### src/rtl/v_sync_line_generator.sv
// Vertical timing stage: counts lines on each rising edge of h_sync and derives
// v_sync, v_active and one-cycle line/frame start strobes, all registered.
module v_sync_line_generator #(
    parameter int unsigned V_VISIBLE         = 768,
    parameter int unsigned V_FRONT           = 3,
    parameter int unsigned V_SYNC            = 6,
    parameter int unsigned V_BACK            = 29,
    parameter int unsigned LINE_COUNTER_SIZE = 10,
    parameter logic        V_SYNC_ACTIVE     = 1'b0
) (
    input  logic                         control_clock,
    input  logic                         control_reset_n,
    input  logic                         h_sync,
    output logic [LINE_COUNTER_SIZE-1:0] line_count,
    output logic                         v_sync,
    output logic                         v_active,
    output logic                         line_start,
    output logic                         frame_start
);

    localparam int unsigned V_TOTAL = V_VISIBLE + V_FRONT + V_SYNC + V_BACK;

    localparam logic [LINE_COUNTER_SIZE-1:0] LAST_LINE     = LINE_COUNTER_SIZE'(V_TOTAL - 1);
    localparam logic [LINE_COUNTER_SIZE-1:0] VISIBLE_LIMIT = LINE_COUNTER_SIZE'(V_VISIBLE);
    localparam logic [LINE_COUNTER_SIZE-1:0] SYNC_FIRST    = LINE_COUNTER_SIZE'(V_VISIBLE + V_FRONT);
    localparam logic [LINE_COUNTER_SIZE-1:0] SYNC_LAST     = LINE_COUNTER_SIZE'(V_VISIBLE + V_FRONT + V_SYNC - 1);
    localparam logic [LINE_COUNTER_SIZE-1:0] COUNT_ONE     = LINE_COUNTER_SIZE'(1);

    typedef enum logic {
        WAIT_FIRST,
        RUN
    } state_t;

    state_t                         r_state;
    logic                           r_h_sync_d;
    logic [LINE_COUNTER_SIZE-1:0]   r_line_count;
    logic                           r_v_sync;
    logic                           r_v_active;
    logic                           r_line_start;
    logic                           r_frame_start;

    logic                           w_line_tick;
    logic [LINE_COUNTER_SIZE-1:0]   w_next_count;
    logic                           w_in_sync;

    // The first accepted line after reset always starts the frame at line 0.
    always_comb begin
        w_line_tick  = h_sync & ~r_h_sync_d;
        w_next_count = '0;
        if (r_state == RUN && r_line_count != LAST_LINE) begin
            w_next_count = r_line_count + COUNT_ONE;
        end
        w_in_sync = (w_next_count >= SYNC_FIRST) && (w_next_count <= SYNC_LAST);
    end

    always_ff @(posedge control_clock or negedge control_reset_n) begin
        if (!control_reset_n) begin
            r_state       <= WAIT_FIRST;
            r_h_sync_d    <= 1'b1;
            r_line_count  <= '0;
            r_v_sync      <= ~V_SYNC_ACTIVE;
            r_v_active    <= 1'b0;
            r_line_start  <= 1'b0;
            r_frame_start <= 1'b0;
        end else begin
            r_h_sync_d    <= h_sync;
            r_line_start  <= w_line_tick;
            r_frame_start <= w_line_tick && (w_next_count == '0);
            if (w_line_tick) begin
                r_state      <= RUN;
                r_line_count <= w_next_count;
                r_v_sync     <= w_in_sync ? V_SYNC_ACTIVE : ~V_SYNC_ACTIVE;
                r_v_active   <= (w_next_count < VISIBLE_LIMIT);
            end
        end
    end

    assign line_count  = r_line_count;
    assign v_sync      = r_v_sync;
    assign v_active    = r_v_active;
    assign line_start  = r_line_start;
    assign frame_start = r_frame_start;

endmodule

### config.mk
export PLATFORM = sky130hd
export DESIGN_NAME = v_sync_line_generator
export DESIGN_NICKNAME = d
export VERILOG_FILES = /design/src/rtl/v_sync_line_generator.sv
export SDC_FILE = /design/constraint.sdc
export NUM_CORES = 1
export LEC_CHECK = 0
export CAP_MARGIN = 25
export CORE_MARGIN = 3
export CORE_UTILIZATION = 39
export DETAILED_ROUTE_END_ITERATION = 8
export MAX_ROUTING_LAYER = met4
export SLEW_MARGIN = 10
export SYNTH_ARGS = -nofsm -noshare
export SYNTH_HDL_FRONTEND = slang
export SYNTH_SLANG_ARGS = --single-unit
export TNS_END_PERCENT = 1
### constraint.sdc
create_clock -name control_clock -period 2.4 [get_ports control_clock]
set_clock_uncertainty 0.15 [all_clocks]
set_input_delay 0.72 -clock control_clock [delete_from_list [all_inputs] [get_ports control_clock]]
set_output_delay 0.72 -clock control_clock [all_outputs]
set_load 0.01 [all_outputs]
==> impl_metrics.csv <==
group,metric,value,unit
sta,tightestPinTransition,0.338,ns
final_layout,utilization,0.522,
power,internal-power,581,uW
sta,drv_slew,0,
setup_path,cp-end-kind,"output port",
clocking,clk_path_buf_depth,2,
detailed_routing,ant_nets,0,
power,peakVddDrop,0.699,mV
global_route,first_global_vias,791,
yosys,synthAdderAreaFrac,0.0250,
setup_path,r2r_end,"line_count[4]",
sta,finalCritPeriodShare,0.964,
yosys,synth-main-ff-cell,"dfrtp_1",
yosys,synth_compound_area_frac,0.236,
clocking,h-tree-depth,1,
setup_path,cp_slowest_cell,"clkdlybuf4s50_1",
yosys,muxShareOfSynthArea,0.0100,
yosys,syn-cell-area,1000,um^2
sta,slew_headroom,0.774,
clocking,clk_pin_slew,0.09,ns
floorplanning,io_pins,17,
global_route,grt_max_degree,17,
setup_path,cpPeakStageDelay,0.61,ns
detailed_routing,routed-wl-met3,98,um
min_path,min_from,"v_active",
yosys,synth_fp_nets,121,
setup_path,cpLargestDelayFamily,"buffers and inverters",
yosys,synth.area.top_cells,"dfrtp_1 35%, nand2_1 6.0%, dfstp_2 5.3%",
detailed_routing,drt_iter0_drc,24,
place,routabilityCongestion,0.843,
yosys,synth-simple-area-share,0.246,
min_path,holdPathStages,2,
clocking,tritoncts,"yes",
detailed_routing,first_pass_iters,4,
yosys,yosys.area_share.xor_xnor,0.0262,
sta,tns,0,ns
floorplanning,core,2320,um^2
final_layout,nNetsFinal,138,
floorplanning,die_w,56.7,um
global_route,grt_usage,0.160,
floorplanning,fp-row-count,17,
power,pwr-share-clk,0.144,
yosys,yosys_warnings,0,
power,p_sw,390,uW
clocking,post_cts_buffers,0,
setup_path,path_cells,"clkdlybuf4s50_1",
setup_path,reg2reg_from,"line_count[0]",
yosys,yosysSeqAreaShare,0.402,
global_route,grt.overflow.total,0,
place,dp_hpwl,1630,um
setup_path,worstPathRequired,1.53,ns
min_path,hp-class,"register to register",
sta,hold_viol,0,
yosys,synth_cells,116,
clocking,cts_resized,0,
yosys,synth-edff-count,0,
sta,rsz0062_at_grt,"no",
detailed_routing,wl_per_cell,14.8,um
yosys,synth_top_family_by_area,"simple AND/OR/NAND/NOR gates",
detailed_routing,met1_length,1170,um
power,power_density,801,nW/um^2
setup_path,path_max_fanout,11,
setup_path,path_buf_inv,1,
final_layout,drive_gt1_frac,0.122,
final_layout,antenna_cells,0,
setup_path,critical_path_class,"register to output port",
detailed_routing,drt_drc_violations_left,0,
setup_path,critPathLaunchType,"register",
yosys,yosys.area.top_type,"dfrtp_1",
clocking,numCtsBuffers,3,
sta,setup_viol,0,
floorplanning,start_util,0.432,
clocking,clkLatencyLatePin,0.28,ns
final_layout,area_growth,21.0,%
final_layout,fill_cells,228,
clocking,ctsHoldBuffers,0,
sta,period_needed,2.31,ns
global_route,grt_pass1_wl,3950,um
global_route,antenna_found_initial,0,
min_path,hold_end,"v_active",
status,status,"finished clean",
setup_path,rr_worst_depth,6,
yosys,async_reset_ff_frac,1.00,
power,leakage,0.000466,uW
clocking,cts.sinks,16,
setup_path,cp.arrival,1.44,ns
yosys,synth_seq_cells,16,
setup_path,rrSetupSlack,0.33,ns
power,swShare,0.401,
detailed_routing,routed.top_layer,"met4",
sta,fmax,432,MHz
detailed_routing,drt-total-wl,2360,um
place,io_buffers,16,
power,pwr-share-seq,0.445,
clocking,cts_root_buffer,"clkbuf_4",
detailed_routing,viasPerCell,5.72,
yosys,synth.top_cell.area_share,0.350,
flow_run,drv_cap,0,
detailed_routing,wl_met2,1090,um
power,combinationalPowerShare,0.411,
yosys,yosysUniqueCellTypes,40,
yosys,netlist_top_cells_count,"16 x nand2_1, 14 x dfrtp_1, 10 x o21ai_1",
yosys,synth_most_common_cell,"nand2_1",
floorplanning,die_h,56.7,um
setup_path,startpoint,"line_count[0]",
floorplanning,dieArea,3210,um^2
yosys,syn_area_per_cell,8.63,um^2
detailed_routing,vias,910,
-- cells in the final DEF, fill, tap and decap left out, drive strengths merged, types with 2 or more instances in the layout --
master | netlist | final
dfstp | 2 | 2
clkbuf | 3 | 3
buf | 6 | 5
nand4 | 2 | 2
a31oi | 3 | 3
a21oi | 4 | 4
dfrtp | 14 | 14
clkdlybuf4s50 | 0 | 16
nand3 | 4 | 4
o21ai | 14 | 14
nand2 | 16 | 16
or2 | 3 | 3
nor2 | 6 | 6
inv | 2 | 2
xor2 | 2 | 2
nand2b | 3 | 3
o22ai | 2 | 2
o41ai | 3 | 3
and3 | 3 | 3
ha | 2 | 2
o31ai | 4 | 4
nand4b | 2 | 2
nor3 | 5 | 5
and2 | 2 | 2
-- layer usage --
layer,track usage,vias up
li1,-,461
met5,-,-
met1,0.223,425
met3,0.0506,2
met2,0.238,22
met4,0.0102,0
-- worst max-delay path by stage --
stage | endpoint | slack, ns | cells past startpoint
2_1_floorplan | frame_start | 0.39 | 7
3_3_place_gp | frame_start | 0.22 | 5
3_5_place_dp | frame_start | 0.21 | 5
4_1_cts | line_count[3] | 0.03 | 1
5_1_grt | line_count[0] | 0.006 | 1
6_report | line_count[0] | 0.09 | 1
-- final cells by class --
class	count	area, um^2	share of cell area
inverters	2	7.51	0.00620
well taps	28	35.0	0.0289
flip-flops and latches	16	404	0.334
repair buffers	21	198	0.163
clock buffers	3	22.5	0.0186
multi-input cells	89	544	0.449
-- power by group through the flow --
stage | logic (uW) | clock network (uW) | registers, uW
6_report | 399 | 139 | 432
5_1_grt | 444 | 154 | 446
4_1_cts | 400 | 148 | 427
3_5_place_dp | 396 | 0 | 433
3_3_place_gp | 394 | 0 | 428
2_1_floorplan | 266 | 0 | 394
-- kinds of logic (layout without fill, tap and decap cells) --
kind of cell / Yosys count / in the layout
AO/OA/AOI/OAI: 36 / 36
XOR/XNOR: 3 / 3
adder cells (fa/ha/maj): 2 / 2
buffers and inverters: 11 / 26
flip-flops: 16 / 16
multiplexers: 1 / 1
AND/OR/NAND/NOR: 47 / 47
-- through the flow --
step	hold slack, ns	instance area (um^2)	setup WS (ns)	power [uW]	cells
global placement	0.327	1190	0.224	821	156
CTS	0.349	1210	0.0292	975	159
finish	0.348	1210	0.0874	971	159
detailed placement	0.329	1190	0.213	829	156
global route	0.383	1210	0.00563	1040	159
floorplan	0.274	1000	0.394	660	116
-- sequential cells by signal, summed over array words and instances, names as in the netlist --
signal	count
v_sync	1
r_h_sync_d	1
line_count	10
v_active	1
line_start	1
r_state	1
frame_start	1
-- worst reg2reg max path: cells and delay by family, from the launching register on --
| kind | cells | cell delay [ns] |
|---|---|---|
| compound gates | 2 | 0.49 |
| flops | 1 | 0.55 |
| fa+ha+maj | 1 | 0.21 |
| simple gates | 3 | 0.56 |
Note: power is estimated with default switching activity, not from simulation.
